<file path="src/rtl/maxnet_input_loader_pkg.sv">
// Shared constants and state encoding for the Maxnet input loader.
// Frame layout: N input words followed by N*N weight words.
package maxnet_input_loader_pkg;

    localparam int unsigned WIDTH     = 32;
    localparam int unsigned N         = 4;
    localparam int unsigned FRAME_LEN = N + N * N;

    typedef enum logic [1:0] {
        StIdle,
        StLoad,
        StStart,
        StRun
    } state_e;

endpackage

</file>
<file path="src/rtl/maxnet_input_loader_if.sv">
// Upstream word stream (valid/ready with end-of-frame marker) into the loader.
interface maxnet_input_loader_if #(
    parameter int unsigned WIDTH = maxnet_input_loader_pkg::WIDTH
) ();

    logic             in_valid;
    logic [WIDTH-1:0] in_data;
    logic             in_last;
    logic             in_ready;

    modport master (output in_valid, output in_data, output in_last, input in_ready);
    modport slave  (input in_valid, input in_data, input in_last, output in_ready);

endinterface

</file>
<file path="src/rtl/maxnet_input_loader_register.sv">
// Word register with load enable and synchronous clear.
module maxnet_input_loader_register #(
    parameter int unsigned WIDTH = 32
) (
    input  logic             clk_i,
    input  logic             rst_i,
    input  logic             ld_i,
    input  logic [WIDTH-1:0] d_i,
    output logic [WIDTH-1:0] q_o
);

    logic [WIDTH-1:0] q_d, q_q;

    always_comb begin
        q_d = q_q;
        if (ld_i) q_d = d_i;
    end

    always_ff @(posedge clk_i) begin
        if (rst_i) q_q <= '0;
        else       q_q <= q_d;
    end

    assign q_o = q_q;

endmodule

</file>
<file path="src/rtl/maxnet_input_loader_word_counter.sv">
// Frame word counter: clear has priority over increment.
module maxnet_input_loader_word_counter #(
    parameter int unsigned Width = 5
) (
    input  logic             clk_i,
    input  logic             rst_i,
    input  logic             clr_i,
    input  logic             inc_i,
    output logic [Width-1:0] cnt_o
);

    logic [Width-1:0] cnt_d, cnt_q;

    always_comb begin
        cnt_d = cnt_q;
        if (clr_i)      cnt_d = '0;
        else if (inc_i) cnt_d = cnt_q + Width'(1);
    end

    always_ff @(posedge clk_i) begin
        if (rst_i) cnt_q <= '0;
        else       cnt_q <= cnt_d;
    end

    assign cnt_o = cnt_q;

endmodule

</file>
<file path="src/rtl/maxnet_input_loader.sv">
// Collects one frame (inputs then weights) from a word stream, fires start, and holds
// the frame stable while the Maxnet datapath iterates.
module maxnet_input_loader #(
    parameter int unsigned WIDTH = maxnet_input_loader_pkg::WIDTH,
    parameter int unsigned N     = maxnet_input_loader_pkg::N
) (
    input  logic                   clk,
    input  logic                   rst,
    maxnet_input_loader_if.slave   in_if,
    output logic [N*WIDTH-1:0]     x_out,
    output logic [N*N*WIDTH-1:0]   w_out,
    output logic                   start,
    input  logic                   is_finished,
    output logic                   busy,
    output logic                   frame_err
);

    import maxnet_input_loader_pkg::state_e;
    import maxnet_input_loader_pkg::StIdle;
    import maxnet_input_loader_pkg::StLoad;
    import maxnet_input_loader_pkg::StStart;
    import maxnet_input_loader_pkg::StRun;

    localparam int unsigned FrameLen = N + N * N;
    localparam int unsigned CntW     = $clog2(FrameLen);
    localparam logic [CntW-1:0] LastIdx = CntW'(FrameLen - 1);

    state_e          state_d, state_q;
    logic            frame_err_d, frame_err_q;
    logic [CntW-1:0] cnt;
    logic            xfer, at_last, done, bad;

    assign in_if.in_ready = (state_q == StIdle) || (state_q == StLoad);
    assign xfer    = in_if.in_valid && in_if.in_ready;
    assign at_last = (cnt == LastIdx);
    assign done    = xfer && in_if.in_last && at_last;
    // A marker at the wrong position, or a missing marker on the final word.
    assign bad     = xfer && (in_if.in_last != at_last);

    always_comb begin
        state_d     = state_q;
        frame_err_d = frame_err_q;
        if (bad)                              frame_err_d = 1'b1;
        else if (xfer && state_q == StIdle)   frame_err_d = 1'b0;

        unique case (state_q)
            StIdle, StLoad: begin
                if (bad)       state_d = StIdle;
                else if (done) state_d = StStart;
                else if (xfer) state_d = StLoad;
            end
            StStart: state_d = StRun;
            // is_finished is only trusted from the first RUN cycle onward.
            StRun:   if (is_finished) state_d = StIdle;
            default: state_d = StIdle;
        endcase
    end

    always_ff @(posedge clk) begin
        if (rst) begin
            state_q     <= StIdle;
            frame_err_q <= 1'b0;
        end else begin
            state_q     <= state_d;
            frame_err_q <= frame_err_d;
        end
    end

    assign start     = (state_q == StStart);
    assign busy      = (state_q == StStart) || (state_q == StRun);
    assign frame_err = frame_err_q;

    maxnet_input_loader_word_counter #(
        .Width (CntW)
    ) u_word_counter (
        .clk_i (clk),
        .rst_i (rst),
        .clr_i (done || bad),
        .inc_i (xfer && !(done || bad)),
        .cnt_o (cnt)
    );

    logic [WIDTH-1:0] word_q [FrameLen];

    for (genvar k = 0; k < FrameLen; k++) begin : g_word
        maxnet_input_loader_register #(
            .WIDTH (WIDTH)
        ) u_reg (
            .clk_i (clk),
            .rst_i (rst),
            .ld_i  (xfer && (cnt == CntW'(k))),
            .d_i   (in_if.in_data),
            .q_o   (word_q[k])
        );
        if (k < N) begin : g_x
            assign x_out[k*WIDTH +: WIDTH] = word_q[k];
        end else begin : g_w
            assign w_out[(k-N)*WIDTH +: WIDTH] = word_q[k];
        end
    end

endmodule

</file>
<file path="src/flat_wrapper.sv">
// flat-port wrapper written by rule: the top's interface ports become plain ports
module maxnet_input_loader_flat import maxnet_input_loader_pkg::state_e; import maxnet_input_loader_pkg::StIdle; import maxnet_input_loader_pkg::StLoad; import maxnet_input_loader_pkg::StStart; import maxnet_input_loader_pkg::StRun;
#(
    parameter int unsigned WIDTH = maxnet_input_loader_pkg::WIDTH,
    parameter int unsigned N     = maxnet_input_loader_pkg::N
)
  (clk, rst, x_out, w_out, start, is_finished, busy, frame_err, in_if_in_valid, in_if_in_data, in_if_in_last, in_if_in_ready);
  maxnet_input_loader_if #(.WIDTH(WIDTH)) in_if_i ();
  input  logic clk;
  input  logic rst;
  output logic [N*WIDTH-1:0] x_out;
  output logic [N*N*WIDTH-1:0] w_out;
  output logic start;
  input  logic is_finished;
  output logic busy;
  output logic frame_err;
  input wire logic [$bits(in_if_i.in_valid)-1:0] in_if_in_valid;
  input wire logic [$bits(in_if_i.in_data)-1:0] in_if_in_data;
  input wire logic [$bits(in_if_i.in_last)-1:0] in_if_in_last;
  output wire logic [$bits(in_if_i.in_ready)-1:0] in_if_in_ready;
  assign in_if_i.in_valid = in_if_in_valid;
  assign in_if_i.in_data = in_if_in_data;
  assign in_if_i.in_last = in_if_in_last;
  assign in_if_in_ready = in_if_i.in_ready;
  maxnet_input_loader #(.WIDTH(WIDTH), .N(N)) u_core (.clk(clk), .rst(rst), .in_if(in_if_i), .x_out(x_out), .w_out(w_out), .start(start), .is_finished(is_finished), .busy(busy), .frame_err(frame_err));
endmodule
</file>
<file path="config.mk">
export PLATFORM = sky130hd
export DESIGN_NAME = maxnet_input_loader_flat
export DESIGN_NICKNAME = d
export VERILOG_FILES = /design/src/rtl/maxnet_input_loader_pkg.sv /design/src/rtl/maxnet_input_loader_if.sv /design/src/rtl/maxnet_input_loader_register.sv /design/src/rtl/maxnet_input_loader_word_counter.sv /design/src/rtl/maxnet_input_loader.sv /design/src/flat_wrapper.sv
export SDC_FILE = /design/constraint.sdc
export NUM_CORES = 1
export LEC_CHECK = 0
export ABC_AREA = 1
export CORE_AREA = 4 4 265 267
export DETAILED_ROUTE_END_ITERATION = 10
export DIE_AREA = 0 0 269 271
export DONT_BUFFER_PORTS = 1
export MAX_ROUTING_LAYER = met4
export PLACE_DENSITY = 0.57
export SLEW_MARGIN = 20
export SYNTH_ARGS = -nofsm -noshare
export SYNTH_HDL_FRONTEND = slang
export SYNTH_SLANG_ARGS = --single-unit
</file>
<file path="constraint.sdc">
create_clock -name clk -period 2.39 [get_ports clk]
set_input_delay 0.478 -clock clk [delete_from_list [all_inputs] [get_ports clk]]
set_output_delay 0.478 -clock clk [all_outputs]
set_load 0.05 [all_outputs]
</file>
==> flow_summary_export.csv, run 1 <==
group,metric,value,unit
status,status,"complete, no violations",
final_layout,n_fill_cell,7042,
pwr,p_switching,0.005881,W
critical_path,cp.required,2.95,ns
synth,synth_seq_cells,648,
floorplan,fp-row-count,96,
pwr,power.total,0.02345,W
pwr,power_leakage,10.70,nW
final_layout,area.growth.synth_to_final,14.64,%
pwr,max-vdd-ir-drop,526.4,uV
global_routing,grt_max_degree,94,
synth,synth_area,0.02367,mm2
routing,drtAntennaViolNets,0,
placement,gp_congestion,0.8192,
job,maxCapViolations,0,
pwr,power_density,864.3,mW/mm2
synth,synthTopCellsByCount,"nor2_1, dfxtp_1, nand2_1",
synth,synthesis.nets,3235,
placement,hpwlAfterDp,57.21,mm
critical_path,crit_fanout,32,
clock_network,root_buffer,"clkbuf_16",
routing,vias_per_cell,4.878,
synth,avgSynthCellArea,7.414,um2
global_routing,first_global_vias,17780,
synth,synth.top_cell.area_share,54.80,%
synth,ys_seq_area_share,54.80,%
clock_network,htree_levels,3,
routing,routedWlPerCell,22.39,um
routing,num_vias,19810,
critical_path,worst-setup-path-type,"reg -> reg",
timing,finalCritPeriodShare,94.59,%
pwr,seq_power_share,48.8,%
floorplan,die_y,271,um
placement,io_buffers,0,
final_layout,diodes,0,
routing,drt_wl_total,90.94,mm
timing,fin_crit,2.261,ns
pwr,clkPwrFrac,47.0,%
timing,setup-tns-final,0,ns
timing,rsz0062_at_grt,"no",
synth,ys_types,22,
timing,setup_viol,0,
routing,drt_first_pass_iters,5,
floorplan,die_x,269,um
critical_path,reg2reg_slack,0.13,ns
timing,clock.fmax,442.3,MHz
timing,hold_violations,0,
timing,relSlewSlack,51.20,%
global_routing,grtUsageTotal,24.35,%
clock_network,clock_latency,0.60,ns
synth,synth.area.top_cells,"dfxtp_1, nor2_1, nand2_1, o21ai_0, a21oi_1",
worst_hold_path,worstHoldPathType,"in -> reg",
global_routing,grt_pass1_wl,128.9,mm
synth,yosys_warnings,0,
synth,synth.most_common_cell,"nor2_1",
floorplan,start_util,34.76,%
floorplan,io_pins,681,
final_layout,fin_nets,3169,
timing,finClkSkew,0.02059,ns
synth,synth_edf_count,0,
global_routing,antenna_found_initial,8,
synth,yosys.area.top_type,"dfxtp_1",
clock_network,path_clk_slew,0.06,ns
floorplan,coreArea,0.06811,mm2
synth,async_flop_share,0,%
global_routing,gr-total-overflow,0,
timing,slew_violations,0,
critical_path,worstSetupEndpointType,"flop",
routing,drt_iter0_drc,1444,
clock_network,cts_tree,"built",
pwr,pwr-share-comb,4.1,%
clock_network,cts_buffer_depth,3,
pwr,switching_share,25.07,%
final_layout,drive_gt1_share,6.134,%
clock_network,cts_sinks,648,
synth,synthCells,3193,
floorplan,dieArea,0.07290,mm2
pwr,intPower,0.01757,W
critical_path,crit_arrival,2.82,ns
critical_path,cp-start-kind,"flop",
clock_network,numCtsBuffers,71,
routing,drc_errors,0,
synth,ys.flop_type,"dfxtp_1",
timing,worst_pin_slew,0.7310,ns
## through the flow
step	std cells	hold slack (ns)	setup slack (ns)	cell area [um2]	util, %
finish	4061	0.04280	0.1293	27140	39.84
global route	4061	0.01110	0.003983	27140	39.84
CTS	4061	0.00008449	0.1202	27130	39.84
detailed placement	3898	0.5226	0.3237	24390	35.81
global placement	3898	0.5216	0.3309	24390	35.81
floorplan	3193	0.4920	0.6143	23670	-
## layer usage
layer | up-vias | global-route usage (%) | routed length (um)
li1 | 9751 | - | -
met1 | 9101 | 29.95 | 37260
met2 | 826 | 37.26 | 40770
met3 | 130 | 9.585 | 10610
met4 | 0 | 6.727 | 2309
met5 | - | - | 0
## area by class of cell
type	count	area, um2	area share (%)
timing repair buffer	91	1042	3.841
clock inverter	20	296.5	1.093
multi-input combinational	2165	9095	33.52
clock buffer	105	2056	7.576
inverter	150	570.5	2.103
tap	882	1104	4.067
sequential	648	12970	47.81
## kinds of logic (layout without fill, tap and decap cells)
kind of cell / count (synthesis) / after routing / share of synthesized area [%]
and+or+nand+nor: 1671 / 1671 / 27.77
DFF: 648 / 648 / 54.80
AOI/OAI and AO/OA: 488 / 488 / 10.32
buffers and inverters: 380 / 366 / 6.808
adders and majority gates: 5 / 5 / 0.2643
xor gates and xnor gates: 1 / 1 / 0.03701
## worst max-delay path, stage by stage, from the launching register on
cell and delay [ns]:
dfxtp_1 0.55, inv_1 0.19, ha_1 0.27, nand2_1 0.09, buf_6 0.27, nand2_1 0.09, a21oi_1 0.16, dlygate4sd3_1 0.57
## repair_timing
| action | CTS | global route |
|---|---|---|
| resized for setup | 0 | 2 |
| hold buffers | 38 | 0 |
| setup endpoints to repair | 0 | 1 |
| setup buffers | 0 | 0 |
| hold endpoints to repair | 154 | 0 |
## path summary, 6_finish.rpt
| check | cells past startpoint | end | from |
|---|---|---|---|
| worst min register to register | 2 | u_core.u_word_counter.cnt_o[0] | u_core.u_word_counter.cnt_o[0] |
| worst max-delay path | 7 | u_core.g_word[15].u_reg.q_o[4] | u_core.u_word_counter.cnt_o[4] |
| worst min-delay path | 2 | u_core.g_word[3].u_reg.q_o[30] | in_if_in_data[30] |
| worst max register to register | 7 | u_core.g_word[15].u_reg.q_o[4] | u_core.u_word_counter.cnt_o[4] |
## power groups by stage
stage          registers, W  clock network (W)  logic [W]
2_1_floorplan        0.0116                  0   0.000657
3_3_place_gp         0.0117                  0   0.000812
3_5_place_dp         0.0117                  0   0.000817
4_1_cts              0.0114             0.0112   0.000969
5_1_grt              0.0115             0.0117    0.00108
6_report             0.0115             0.0110   0.000970
## state kept, by name (all words and copies together) (netlist names)
name	flops
u_core.state_q	2
u_core.g_word.u_reg.q_o	640
u_core.u_word_counter.cnt_o	5
u_core.frame_err	1
## placed cells by master, fill, tap and decap left out, drive strengths merged
cell type / instances
nand4: 4
dfxtp: 648
clkinv: 12
nor2: 1052
o21ai: 354
nand3: 45
nand2: 570
ha: 5
buf: 54
xor2: 1
clkbuf: 105
inv: 154
clkinvlp: 1
bufinv: 3
a21oi: 134
dlygate4sd3: 37
Note: power is estimated with default switching activity, not from simulation.
==> run 2: changes to the inputs <==
--- a/config.mk
+++ b/config.mk
@@ -11,7 +11,7 @@
 export DIE_AREA = 0 0 269 271
 export DONT_BUFFER_PORTS = 1
 export MAX_ROUTING_LAYER = met4
-export PLACE_DENSITY = 0.57
+export PLACE_DENSITY = 0.48
 export SLEW_MARGIN = 20
 export SYNTH_ARGS = -nofsm -noshare
 export SYNTH_HDL_FRONTEND = slang
==> flow_summary_export.csv, run 2 (synthesis results as in run 1) <==
group,metric,value,unit
status,status,"complete, no violations",
global_routing,first_global_vias,18140,
critical_path,worstSetupEndpointType,"flop",
critical_path,r2r_cells,7,
placement,postPlaceCellArea,0.02434,mm2
timing,finalCritPeriodShare,85.13,%
routing,num_vias,20030,
routing,routedWlPerCell,23.57,um
routing,vias_per_cell,4.963,
final_layout,regArea,0.01297,mm2
final_layout,multiInputGateArea,0.009095,mm2
pwr,power.total,0.02366,W
clock_network,clock_latency,0.59,ns
clock_network,htree_levels,3,
placement,gp_congestion,0.8364,
floorplan,dieArea,0.07290,mm2
routing,drt_first_pass_iters,5,
timing,relSlewSlack,53.38,%
floorplan,start_util,34.76,%
final_layout,mostFrequentLayoutCell,"nor2_1",
final_layout,largest_register_ffs,640,
timing,clock.fmax,491.5,MHz
routing,drt_wl_total,95.10,mm
final_layout,area.growth.synth_to_final,13.70,%
global_routing,grtUsageTotal,25.42,%
timing,slew_violations,0,
clock_network,cts_buffer_depth,3,
pwr,max-vdd-ir-drop,453.0,uV
clock_network,cts_tree,"built",
clock_network,cts_setup_buffers,0,
placement,hpwlAfterDp,64.20,mm
timing,finClkSkew,0.01752,ns
global_routing,gr-total-overflow,0,
critical_path,worst-setup-path-type,"reg -> reg",
floorplan,coreArea,0.06811,mm2
clock_network,cts_sinks,648,
placement,io_buffers,0,
floorplan,fp-row-count,96,
clock_network,numCtsBuffers,73,
clock_network,cts_hold_buf,13,
final_layout,fin_nets,3144,
routing,drtAntennaViolNets,0,
clock_network,root_buffer,"clkbuf_16",
pwr,power_leakage,10.61,nW
timing,hold_violations,0,
global_routing,antenna_found_initial,10,
timing,rsz0062_at_grt,"no",
worst_hold_path,hold_depth,2,
critical_path,crit_fanout,21,
final_layout,postLayoutCellArea,0.02691,mm2
timing,setup-tns-final,0,ns
clock_network,path_clk_slew,0.06,ns
routing,drt_iter0_drc,1712,
job,maxCapViolations,0,
floorplan,die_x,269,um
timing,worst_pin_slew,0.6984,ns
final_layout,mostFrequentLayoutCells,"nor2_1, dfxtp_1, nand2_1",
floorplan,die_y,271,um
worst_hold_path,worstHoldPathType,"in -> reg",
timing,setup_viol,0,
routing,drc_errors,0,
final_layout,n_fill_cell,6942,
timing,hold_ws,0.04886,ns
critical_path,cp-start-kind,"flop",
critical_path,crit_arrival,2.56,ns
global_routing,grt_pass1_wl,132.4,mm
pwr,power_density,879.2,mW/mm2
final_layout,drive_gt1_share,6.250,%
critical_path,cp.required,2.91,ns
clock_network,cts-resized-gates,0,
timing,fin_crit,2.035,ns
floorplan,io_pins,681,
global_routing,grt_max_degree,85,
==> run 2: cell types whose count changed in the layout (fill, tap and decap cells not counted), sizes merged <==
cell	delta
dlygate4sd3	-25
inv	-4
buf	-2
bufinv	+2
clkbuf	+1
clkinvlp	+1
diode	+1
==> run 2: worst max-delay path, cell delays in order (launching register included) <==
cell     delay, ns
dfxtp_1       0.41
ha_1          0.38
inv_1         0.10
nor2_1        0.12
ha_2          0.35
buf_4         0.31
nand3_1       0.12
a21oi_1       0.17
==> run 2: report_power, final <==
part,switching (W),internal [W],total (W)
Clock,0.00455,0.00678,0.0113
Combinational,0.000602,0.000246,0.000848
Sequential,0.000553,0.0109,0.0115
==> run 2: final cells by class <==
type | instances | share of cell area [%]
diodes | 1 | 0.009298
clock buffers | 106 | 7.963
clock inverters | 19 | 1.083
inverters | 150 | 2.120
multi-input cells | 2165 | 33.79
flip-flops and latches | 648 | 48.20
well taps | 882 | 4.100
repair buffers | 64 | 2.733
==> run 2: layer usage <==
metal	GRT usage (%)	routed length, um	up-vias
li1	-	-	9706
met1	28.31	35760	9318
met2	41.29	45240	832
met3	10.11	10760	170
met4	9.052	3342	0
met5	-	0	-
==> run 2: final timing paths <==
path	startpoint	to	slack [ns]
worst min-delay path	in_if_in_data[4]	u_core.g_word[3].u_reg.q_o[4]	0.05
worst max register to register	u_core.u_word_counter.cnt_o[0]	u_core.g_word[15].u_reg.q_o[10]	0.36
worst max-delay path	u_core.u_word_counter.cnt_o[0]	u_core.g_word[15].u_reg.q_o[10]	0.36
worst min register to register	u_core.u_word_counter.cnt_o[0]	u_core.u_word_counter.cnt_o[0]	0.56
==> run 2: through the flow <==
stage          instances  util (%)  worst slack, ns
6_report            4035     39.52           0.3555
5_1_grt             4034     39.52           0.1389
4_1_cts             4034     39.52           0.3462
3_5_place_dp        3896     35.73           0.3691
3_3_place_gp        3896     35.73           0.4610
2_1_floorplan       3193         -           0.6143
